### src/rtl/cart_ram_upload_reader.sv
// Services HPS upload reads by stealing single RAM cycles from the CPU and
// returning the byte at BASE+offset; offsets beyond the window read as 8'hFF.
//
// state | meaning
// IDLE  | no fetch in flight, RAM port released
// ARB   | cpu_wait raised, waiting for the CPU to leave the RAM
// READ  | reader owns the RAM port, counting read latency
// DONE  | byte presented on ioctl_din_o, din_valid_o pulses
module cart_ram_upload_reader #(
    parameter int                ADDR_W = 16,
    parameter logic [ADDR_W-1:0] BASE   = 'hC000,
    parameter logic [ADDR_W-1:0] LEN    = 'h4000,
    parameter int                RD_LAT = 1
) (
    input  logic              clk_sys_i,
    input  logic              reset_i,
    input  logic              ioctl_upload_i,
    input  logic              ioctl_rd_i,
    input  logic [24:0]       ioctl_addr_i,
    output logic [7:0]        ioctl_din_o,
    output logic              din_valid_o,
    input  logic              cpu_busy_i,
    output logic              cpu_wait_o,
    output logic              mem_sel_o,
    output logic [ADDR_W-1:0] mem_a_o,
    input  logic [7:0]        mem_q_i,
    output logic              upload_done_o,
    output logic [ADDR_W-1:0] bytes_read_o,
    output logic              overrun_o
);

    typedef enum logic [1:0] {IDLE, ARB, READ, DONE} state_t;

    localparam logic [24:0] LEN_EXT  = 25'(LEN);
    localparam logic [1:0]  LAT_INIT = 2'(RD_LAT - 1);

    state_t            state_q, state_d;
    logic [ADDR_W-1:0] off_q, off_d;
    logic              pend_q, pend_d;
    logic [24:0]       pend_off_q, pend_off_d;
    logic [1:0]        lat_q, lat_d;
    logic [7:0]        din_q, din_d;
    logic [ADDR_W-1:0] bytes_q, bytes_d;
    logic              overrun_q, overrun_d;
    logic              upload_q;
    logic              upload_done_q;

    logic        rd_req;
    logic        can_start;
    logic        start_req;
    logic [24:0] start_off;

    assign rd_req    = ioctl_rd_i & ioctl_upload_i;
    assign can_start = (state_q == IDLE) || (state_q == DONE);
    assign start_req = (pend_q | rd_req) & ioctl_upload_i;
    assign start_off = pend_q ? pend_off_q : ioctl_addr_i;

    always_ff @(posedge clk_sys_i or posedge reset_i) begin
        if (reset_i) begin
            state_q       <= IDLE;
            off_q         <= '0;
            pend_q        <= 1'b0;
            pend_off_q    <= '0;
            lat_q         <= '0;
            din_q         <= 8'h00;
            bytes_q       <= '0;
            overrun_q     <= 1'b0;
            upload_q      <= 1'b0;
            upload_done_q <= 1'b0;
        end else begin
            state_q       <= state_d;
            off_q         <= off_d;
            pend_q        <= pend_d;
            pend_off_q    <= pend_off_d;
            lat_q         <= lat_d;
            din_q         <= din_d;
            bytes_q       <= bytes_d;
            overrun_q     <= overrun_d;
            upload_q      <= ioctl_upload_i;
            upload_done_q <= upload_q & ~ioctl_upload_i;
        end
    end

    always_comb begin
        state_d    = state_q;
        off_d      = off_q;
        pend_d     = pend_q;
        pend_off_d = pend_off_q;
        lat_d      = lat_q;
        din_d      = din_q;
        bytes_d    = bytes_q;
        overrun_d  = overrun_q;

        // Requests arriving mid-fetch go to the single pending slot.
        if (rd_req && !can_start) begin
            if (pend_q) begin
                overrun_d = 1'b1;
            end else begin
                pend_d     = 1'b1;
                pend_off_d = ioctl_addr_i;
            end
        end

        case (state_q)
            IDLE, DONE: begin
                if (state_q == DONE) begin
                    bytes_d = bytes_q + ADDR_W'(1);
                end
                state_d = IDLE;
                if (start_req) begin
                    off_d = start_off[ADDR_W-1:0];
                    // Consuming the slot frees it for a request in this cycle.
                    if (pend_q) begin
                        pend_d = rd_req;
                        if (rd_req) begin
                            pend_off_d = ioctl_addr_i;
                        end
                    end
                    if (start_off >= LEN_EXT) begin
                        state_d = DONE;
                        din_d   = 8'hFF;
                    end else begin
                        state_d = ARB;
                    end
                end
            end
            ARB: begin
                if (!cpu_busy_i) begin
                    state_d = READ;
                    lat_d   = LAT_INIT;
                end
            end
            READ: begin
                if (lat_q == 2'd0) begin
                    din_d   = mem_q_i;
                    state_d = DONE;
                end else begin
                    lat_d = lat_q - 2'd1;
                end
            end
            default: state_d = IDLE;
        endcase

        if (!ioctl_upload_i) begin
            pend_d = 1'b0;
            din_d  = din_q;
            if (state_q == ARB || state_q == READ) begin
                state_d = IDLE;
            end
        end

        if (ioctl_upload_i && !upload_q) begin
            bytes_d   = '0;
            overrun_d = 1'b0;
        end
    end

    assign ioctl_din_o   = din_q;
    assign din_valid_o   = (state_q == DONE);
    assign cpu_wait_o    = (state_q == ARB) || (state_q == READ);
    assign mem_sel_o     = (state_q == READ);
    assign mem_a_o       = (state_q == READ) ? (BASE + off_q) : '0;
    assign upload_done_o = upload_done_q;
    assign bytes_read_o  = bytes_q;
    assign overrun_o     = overrun_q;

endmodule
### config.mk
export PLATFORM = sky130hd
export DESIGN_NAME = cart_ram_upload_reader
export DESIGN_NICKNAME = d
export VERILOG_FILES = /design/src/rtl/cart_ram_upload_reader.sv
export SDC_FILE = /design/constraint.sdc
export NUM_CORES = 1
export LEC_CHECK = 0
export BUFFER_PORTS_ARGS = -buffer_cell sky130_fd_sc_hd__buf_2
export CAP_MARGIN = 20
export CELL_PAD_IN_SITES_DETAIL_PLACEMENT = 0
export CELL_PAD_IN_SITES_GLOBAL_PLACEMENT = 2
export CORE_MARGIN = 3
export CORE_UTILIZATION = 36
export CTS_CLUSTER_DIAMETER = 150
export CTS_CLUSTER_SIZE = 10
export DETAILED_ROUTE_END_ITERATION = 8
export PLACE_DENSITY = 0.8
export SETUP_SLACK_MARGIN = 0.05
export SLEW_MARGIN = 20
export SYNTH_ARGS = -nofsm -noshare
export SYNTH_HDL_FRONTEND = slang
export SYNTH_SLANG_ARGS = --single-unit
### constraint.sdc
create_clock -name clk_sys_i -period 3.4 [get_ports clk_sys_i]
set_clock_uncertainty 0.05 [all_clocks]
set_input_delay 0.68 -clock clk_sys_i [delete_from_list [all_inputs] [get_ports clk_sys_i]]
set_output_delay 0.68 -clock clk_sys_i [all_outputs]
set_load 0.05 [all_outputs]
Yosys cells after proc, flatten, opt, wreduce, memory -nomap -nowiden
Index checks and enable logic that the tools add are counted.
Cells by class
  bitwise operators: 5
  reduce and logical (&&, ||, !) cells: 20
  add/sub/neg operators: 3
  magnitude comparators: 1
  equal/unequal tests: 8
  multiplexer cells: 32
Operators by type and width (count)
  25-bit two-way mux: 6
  16-bit two-way mux: 4
  25-bit by 15-bit >= comparator with 1-bit output, second input constant: 1
  8-bit two-way mux: 3
  16-bit by 1-bit adder with 16-bit output, second input constant: 1
  16-bit adder, first input constant: 1
  2-bit two-way mux: 8
  8-bit case mux with 2 select lines: 1
  2-bit nonzero test: 6
  1-bit two-way mux: 8
  2-bit inequality test, second input constant: 4
  2-bit case mux with 3 select lines: 1
  2-bit AND reduction: 3
  5-bit AND reduction: 1
  2-bit == test, second input constant: 2
  2-bit logical NOT: 2
  2-bit case mux with 2 select lines: 1
  1-bit AND: 3
  3-bit AND reduction: 1
  2-bit by 1-bit == test with 1-bit output, second input constant: 1
  1-bit logical AND: 2
  1-bit logical NOT: 2
  1-bit logical OR: 2
  2-bit by 1-bit inequality test with 1-bit output, second input constant: 1
  4 further kinds: 4
Storage, ports and cells
  bits in registers: 73
  output and inout port bits: 45

Logic depth before layout (Yosys ltp)
Gate-level depths: netlist (run 1).
  depth after elaboration: 9
  depth in mapped cells: 8
  depth with buffers taken out: 7

Worst setup path before layout (run 1)
No wires, ideal clock.
  kind: reg2out
  from: reg state_q[0]
  to: out mem_a_o[14]
  path slack: 0.642 ns
  arrival: 2.028 ns
  stages on the path, launching flop included: 5
  data required time: 2.670 ns
  path through: dfrtp_1 > inv_1 > ha_1 > clkbuf_1 > nor2b_1
On the way
  word-level cells in the longest chain between the ends: 2
Ends and longest elaborated chain
  from (decl): RTL line 37  | state_t state_q, state_d;
  from (signal assigned): RTL line 71  | state_q <= state_d;
  2-bit == test
  via mem_sel_o: RTL line 24  | output logic mem_sel_o,
  16-bit two-way mux: RTL line 162  | assign mem_a_o = (state_q == READ) ? (BASE + off_q) : '0;
  to (decl): RTL line 25  | output logic [ADDR_W-1:0] mem_a_o,
The timed path passes the listed nets, and every way through them passes these cells.

Final worst setup path (run 1)
  from: reg state_q[0]
  to: out mem_a_o[3]
On the way
  word-level cells in the longest chain between the ends: 2
Ends and longest elaborated chain (RTL line)
  2-bit == test: 162
  16-bit two-way mux: 162
No other way between the ends.

==> flow_summary.ini, run 1 <==
[status]
status = completed

[worst_hold_path]
hp-class = reg -> reg
min_path_cells = 2
hold_end = off_q[9]
min_from = off_q[9]

[placement]
dp_slack_ps = 1014
routabilityCongestion = 0.7570
portBuffers = 82
dp.final_hpwl_um = 4985

[worst_setup_path]
cp.required_ps = 2670
crit_type = reg -> out
cp_max_fo = 24
worst-r2r-cell-count = 7
crit_arrival_ps = 2010
rr_startpoint = state_q[0]
crit_path_end_kind = output pin
crit_path_start_kind = flop
r2r_setup_slack_ps = 1050
r2r-end = ioctl_din_o[7]

[global_routing]
track_usage_pct = 14.36
antenna_found_initial = 0
grt-ovfl-total = 0
grt_max_degree = 74
grt_pass1_vias = 2336
grt_pass1_wl_um = 11730

[final_layout]
final_cell_mix = 82 x buf_2, 73 x dfrtp_1, 30 x nand2_1, 24 x mux2_2, 21 x o21ai_0
final_nets = 429
final_common_cell = buf_2
diodes = 0
fin_util_pct = 46.60
drive_gt1_share_pct = 34.27
area_growth_pct = 22.50

[die]
ios = 83
die_h_um = 103.4
rows = 34
die_x_um = 103.4
coreArea_um2 = 8976
design.die.area_um2 = 10690
start_util_pct = 38.04

[detailed_routing]
drc = 0
drt-wirelength-per-cell_um = 13.77
vias_per_cell = 4.772
vias = 2467
wirelength_um = 7118
final_antenna_net_count = 0
drt_first_iter_violations = 67
first_pass_iters = 4

[clocking]
cts_hold_buf = 0
cts_setup_buffers = 0
cts-root-buf = clkbuf_8
cts_buffer_depth = 2
cts.htree.levels = 3
clk_pin_slew_ps = 80
cts.sinks = 73
post_cts_resized = 0
cts_buffers = 9
clk_latency_ps = 340
cts_tree = done

[synth]
avgSynthCellArea_um2 = 11.34
ys_ff_latch = 73
synthArstFlopShare_pct = 100.0
syn_nets = 344
synth.cell_area_um2 = 3415
netlist_instances = 301
seq_area_frac_synth_pct = 53.50
synth_edf_count = 0
ys.flop_type = dfrtp_1
ys_warn_count = 0
synth_cell_types = 46

[sta]
tns_ps = 0
fin_crit_ps = 2735
hold_viol = 0
max_freq_mhz = 365.6
rsz0062_at_grt = false
worst_pin_slew_ps = 928.6
setup-violations-final = 0
maxSlewHeadroom_pct = 38.09
setup_ws_ps = 664.9
final.period_utilization_pct = 80.44
timing.hold.ws_ps = 427.1
final_max_slew_viol_count = 0

[pwr]
peakVddDrop_v = 0.0003066
power_leakage_nw = 1.892
total_power_mw = 2.712
p_per_area_nw_per_um2 = 648.3

[flow_run]
maxCapViolCount = 0
==> where the power goes <==
part | total, mW | switching, mW | internal, mW
registers | 1.25 | 0.130 | 1.12
clock network | 0.819 | 0.332 | 0.487
logic | 0.645 | 0.373 | 0.272
total | 2.71 | 0.835 | 1.88
==> cells by family after synthesis <==
| group | synth area share (%) |
|---|---|
| compound gates | 10.08 |
| xor+xnor | 3.335 |
| fa+ha+maj | 2.125 |
| buf+inv | 3.224 |
| flops | 53.50 |
| mux | 12.94 |
| simple gates | 14.80 |
==> how the worst max path moves through the flow <==
stage | slack, ps | start | end | depth (start not counted)
6_report | 660 | state_q[0] | mem_a_o[3] | 4
5_1_grt | 450 | state_q[0] | mem_a_o[4] | 4
4_1_cts | 620 | state_q[0] | mem_a_o[3] | 4
3_5_place_dp | 1010 | state_q[0] | mem_a_o[13] | 4
3_3_place_gp | 1010 | state_q[0] | mem_a_o[7] | 4
2_1_floorplan | 640 | state_q[0] | mem_a_o[14] | 4
==> routing by layer <==
layer | track usage (%) | up-vias | wire (um)
li1 | - | 1226 | -
met1 | 18.64 | 1174 | 3232
met2 | 22.70 | 57 | 3429
met3 | 4.695 | 10 | 348
met4 | 4.781 | 0 | 108
met5 | 0 | - | 0
==> layout make-up <==
class	instances	area, um2
clock buffer	9	123.9
clock inverter	7	118.9
inverter	8	30.03
multi-input combinational	207	1478
fill	887	4793
sequential	73	1827
timing repair buffer	87	447.9
tap	126	157.7
==> cells in the mapped netlist, types with 6 or more instances <==
cell | number | area, um2
mux2_2 | 24 | 270.3
inv_1 | 8 | 30.03
mux2i_1 | 16 | 160.2
xnor2_1 | 11 | 96.34
nor2_1 | 17 | 63.81
and2_1 | 19 | 118.9
o21ai_0 | 21 | 105.1
o22a_1 | 8 | 70.07
nand2_1 | 30 | 112.6
a21oi_1 | 6 | 30.03
dfrtp_1 | 73 | 1827
==> sequential cells by signal (all words and copies together), names as in the netlist, 2 cells and up <==
name and cells:
bytes_read_o 16, state_q 2, ioctl_din_o 8, lat_q 2, off_q 16, pend_off_q 25
==> worst max-delay path: stages, from the launching register on <==
cell and delay (ps):
dfrtp_1 430, inv_1 70, ha_1 670, and2_1 230, buf_2 260
==> per-stage QoR <==
step                area (um2)  std cells
detailed placement        3940        501
floorplan                 3415        301
finish                    4183        517
global placement          3940        501
global route              4183        517
CTS                       4183        517
Power figures use the tool's default switching activity.
==> inputs of run 2 (changes only) <==
--- a/config.mk
+++ b/config.mk
@@ -10,11 +10,11 @@
 export CELL_PAD_IN_SITES_DETAIL_PLACEMENT = 0
 export CELL_PAD_IN_SITES_GLOBAL_PLACEMENT = 2
 export CORE_MARGIN = 3
-export CORE_UTILIZATION = 36
+export CORE_UTILIZATION = 34
 export CTS_CLUSTER_DIAMETER = 150
 export CTS_CLUSTER_SIZE = 10
 export DETAILED_ROUTE_END_ITERATION = 8
-export PLACE_DENSITY = 0.8
+export PLACE_DENSITY = 0.76
 export SETUP_SLACK_MARGIN = 0.05
 export SLEW_MARGIN = 20
 export SYNTH_ARGS = -nofsm -noshare
==> constraint.sdc (replaced) <==
create_clock -name clk_sys_i -period 2.6 [get_ports clk_sys_i]
set_clock_uncertainty 0.05 [all_clocks]
set_input_delay 0.52 -clock clk_sys_i [delete_from_list [all_inputs] [get_ports clk_sys_i]]
set_output_delay 0.52 -clock clk_sys_i [all_outputs]
set_load 0.05 [all_outputs]
==> run 2 against run 1 <==
Critical path depth increased by 1. Utilization decreased by 2.8 points. Die area increased by 5.5%. Count of clock-buffer cells in the layout increased by 2. Sequential cell count unchanged. Critical path type unchanged.
==> flow_summary.ini, run 2 (same netlist as run 1, synthesis figures left out) <==
[placement]
dp.final_hpwl_um = 5157
portBuffers = 82
dp_slack_ps = 488.8
routabilityCongestion = 0.7693
placed_cell_area_um2 = 3981

[global_routing]
grt_pass1_wl_um = 12790
track_usage_pct = 14.22
busiest_layer = met2
use_met1_pct = 17.90
grt-ovfl-total = 0
grt_pass1_vias = 2610
grt_util_met3_pct = 5.404
antenna_found_initial = 0
grt_max_degree = 36
grt_use_met2_pct = 22.76

[worst_setup_path]
cp-endpoint = mem_a_o[14]
startpoint = state_q[0]
r2r_setup_slack_ps = 470
r2r-end = pend_off_q[14]
crit_path_end_kind = output pin
cp.required_ps = 2030
rr_startpoint = state_q[0]
worst-r2r-cell-count = 7
crit_type = reg -> out
crit_path_start_kind = flop
cp_max_fo = 11
crit_arrival_ps = 1730

[sta]
timing.hold.ws_ps = 167.1
final.period_utilization_pct = 88.28
hold_viol = 0
setup_ws_ps = 304.7
final_max_slew_viol_count = 0
maxSlewHeadroom_pct = 63.43
fin_crit_ps = 2295
max_freq_mhz = 435.7
tns_ps = 0
setup-violations-final = 0
rsz0062_at_grt = false
worst_pin_slew_ps = 547.7

[detailed_routing]
final_antenna_net_count = 0
first_pass_iters = 4
drc = 0
vias_per_cell = 4.656
wirelength_um = 7316
drt_first_iter_violations = 59
drt-wirelength-per-cell_um = 13.99
vias = 2435

[clocking]
clk_latency_ps = 340
cts.sinks = 73
cts-root-buf = clkbuf_8
clk_pin_slew_ps = 80
cts_buffers = 9
cts_setup_buffers = 0
cts_hold_buf = 0
cts.htree.levels = 3
cts_tree = done
post_cts_resized = 0
cts_buffer_depth = 2

[worst_hold_path]
hp-class = in -> async

[final_layout]
regMostFlops = pend_off_q
fin_area_um2 = 4163
diodes = 0
final_common_cell = buf_2
final_cell_mix = 82 x buf_2, 73 x dfrtp_1, 30 x nand2_1, 24 x mux2_2, 21 x o21ai_0
multi_input_area_um2 = 1480
drive_gt1_share_pct = 34.77
num-fill-cells = 927
final_nets = 432
area_growth_pct = 21.91
register_area_um2 = 1827
largest_reg_flops = 25

[pwr]
peakVddDrop_v = 0.0004413
power_leakage_nw = 1.891
p_per_area_nw_per_um2 = 793.2

[die]
rows = 35
start_util_pct = 35.93
ios = 83
design.die.area_um2 = 11280
die_x_um = 106.2
coreArea_um2 = 9503
die_h_um = 106.2

[flow_run]
maxCapViolCount = 0

[status]
status = completed
run 2: through the flow:
step | instances | utilization [%] | power [mW]
after floorplan | 301 | - | 2.295
after CTS | 523 | 43.81 | 3.356
after detailed placement | 507 | 41.90 | 2.518
final | 523 | 43.81 | 3.302
after global placement | 507 | 41.90 | 2.496
after global routing | 523 | 43.81 | 3.534
run 2: worst min path at each step:
stage                     slack [ps]   endpoint      start  cells after the start
after floorplan                  390  off_q[10]  off_q[10]                      2
after global routing             200  off_q[12]    reset_i                      2
after global placement           400  off_q[12]  off_q[12]                      2
after CTS                        170  off_q[12]    reset_i                      2
final                            170  off_q[12]    reset_i                      2
after detailed placement         420   off_q[7]   off_q[7]                      2
run 2: cell type report:
class | count | area share (%)
multi-input combinational | 207 | 35.56
timing repair buffer | 90 | 11.60
clock buffer | 11 | 3.396
sequential | 73 | 43.88
inverter | 8 | 0.7214
clock inverter | 5 | 0.9618
tap | 129 | 3.877
run 2: routing by layer:
metal | up-vias | share of wire (%)
met2 | 56 | 48
li1 | 1222 | -
met1 | 1153 | 46
met5 | - | 0
met4 | 0 | 0.71
met3 | 4 | 5.9
run 2: where the power goes:
group          switching, mW  total, mW  internal (mW)  leakage (nW)
Combinational          0.487      0.850          0.362         0.897
Sequential             0.176       1.64           1.46         0.900
Clock                  0.435      0.815          0.380        0.0939
run 2: critical path: stages, from the launching register on:
cell     delay, ps
dfrtp_1        420
inv_1           70
ha_1           270
buf_4          210
nor2b_2        150
buf_2          260
==> inputs of run 3 (changes only) <==
==> constraint.sdc (replaced) <==
create_clock -name clk_sys_i -period 2.6 [get_ports clk_sys_i]
set_clock_uncertainty 0.05 [all_clocks]
set_input_delay 0.39 -clock clk_sys_i [delete_from_list [all_inputs] [get_ports clk_sys_i]]
set_output_delay 0.39 -clock clk_sys_i [all_outputs]
set_load 0.05 [all_outputs]
==> run 3 against run 2 <==
Critical path depth stayed put. Worst setup slack better by 110 ps. Routed wire length is 3.2% lower.
==> flow_summary.ini, run 3 (same netlist as run 1, synthesis figures left out) <==
[final_layout]
diodes = 0
area_growth_pct = 23.20
multi_input_area_um2 = 1478
largest_reg_flops = 25
register_area_um2 = 1827
final_common_cell = buf_2
final_cell_mix = 82 x buf_2, 73 x dfrtp_1, 30 x nand2_1, 24 x mux2_2, 21 x o21ai_0
fin_cells = 520
regMostFlops = pend_off_q
final_nets = 430
fin_util_pct = 44.27
drive_gt1_share_pct = 34.27
num-fill-cells = 934

[clocking]
cts-root-buf = clkbuf_8
clk_latency_ps = 330
cts_setup_buffers = 0
cts_tree = done
clk_pin_slew_ps = 70
post_cts_resized = 0
cts.sinks = 73
cts_buffer_depth = 2
cts_buffers = 9
cts_hold_buf = 0
cts.htree.levels = 3

[worst_setup_path]
cp_max_fo = 21
crit_arrival_ps = 1750
cpPeakStageDelay_ps = 420
crit_path_start_kind = flop
crit_type = reg -> out
worstPathCellList = inv_1 -> ha_1 -> buf_4 -> nor2b_1 -> buf_2
slowest_stage = dfrtp_1
cp.required_ps = 2160
crit_path_end_kind = output pin

[sta]
final.period_utilization_pct = 84.23
rsz0062_at_grt = false
maxSlewHeadroom_pct = 56.37
timing.hold.ws_ps = 68.90
worst_pin_slew_ps = 653.6
max_freq_mhz = 456.6
hold_viol = 0
final_max_slew_viol_count = 0
tns_ps = 0
fin_crit_ps = 2190
setup_ws_ps = 410.0
setup-violations-final = 0

[global_routing]
grt_pass1_vias = 2425
grt-ovfl-total = 0
grt_pass1_wl_um = 11900
track_usage_pct = 13.20
grt_max_degree = 39
antenna_found_initial = 0

[detailed_routing]
drc = 0
first_pass_iters = 4
vias = 2417
drt-wirelength-per-cell_um = 13.62
drt_first_iter_violations = 63
final_antenna_net_count = 0
wirelength_um = 7083
vias_per_cell = 4.648

[die]
design.die.area_um2 = 11280
ios = 83
rows = 35
coreArea_um2 = 9503
start_util_pct = 35.93
die_h_um = 106.2
die_x_um = 106.2

[flow_run]
maxCapViolCount = 0

[pwr]
p_per_area_nw_per_um2 = 843.6
power.sequential.fraction_pct = 46.0
comb_power_share_pct = 23.8
peakVddDrop_v = 0.0004120
power.share.clock_pct = 30.2
power.switching_mw = 1.069
power_leakage_nw = 1.909
swShare_pct = 30.13
internal_power_mw = 2.479

[placement]
placed_cells = 505
dp_slack_ps = 484.7
portBuffers = 82
dp.final_hpwl_um = 4920
routabilityCongestion = 0.7247

[worst_hold_path]
hp-class = in -> async

[status]
status = completed
## run 3: cell types whose count changed in the layout (fill, tap and decap cells not counted)
cell	delta
buf_4	-2
bufinv_16	+3
clkbuf_1	-1
clkinv_2	+1
clkinv_4	-2
inv_2	-1
inv_6	-1
nor2b_1	+1
nor2b_2	-1
## run 3: path summary, 6_finish.rpt
| check | from | to | slack [ps] | cells after the start |
|---|---|---|---|---|
| setup / recovery | state_q[0] | mem_a_o[14] | 410 | 5 |
| min in group clk_sys_i | mem_q_i[4] | ioctl_din_o[4] | 220 | 2 |
| hold / removal | reset_i | bytes_read_o[9] | 70 | 2 |
| setup reg to reg | state_q[0] | pend_off_q[7] | 490 | 7 |
| max in group asynchronous | reset_i | off_q[8] | 1800 | 3 |
| hold reg to reg | off_q[4] | off_q[4] | 430 | 2 |
## run 3: layout make-up
type                            instances  share of cell area, %
Tap cell                              129                  3.837
Clock inverter                          5                  2.469
Multi-Input combinational cell        207                  35.13
Inverter                                8                 0.7436
Clock buffer                           10                  3.272
Timing Repair Buffer                   88                  11.12
Sequential cell                        73                  43.43
## run 3: metrics by stage
| step | power, mW | area, um2 |
|---|---|---|
| global placement | 2.486 | 3965 |
| CTS | 3.613 | 4207 |
| global route | 3.763 | 4207 |
| detailed placement | 2.514 | 3965 |
| finish | 3.549 | 4207 |
| floorplan | 2.294 | 3415 |
## run 3: power groups by stage
stage	clock network [mW]	logic [mW]	registers, mW
CTS	1.12	0.862	1.63
floorplan	0	0.586	1.71
finish	1.07	0.845	1.63
detailed placement	0	0.862	1.65
global placement	0	0.839	1.65
global route	1.15	0.934	1.68
## run 3: worst max-delay path: cells and delay by family, from the launching register on
family	cells	cell delay [ps]
adders and majority gates	1	200
buffers and inverters	3	610
DFF	1	420
and+or+nand+nor	1	180
## run 3: metal layers
metal	vias to the layer above	share of wire (%)	track usage, %
met5	-	0	0
met3	5	6.2	4.918
met1	1147	47	17.21
li1	1213	-	-
met2	52	46	21.04
met4	0	0.78	2.775
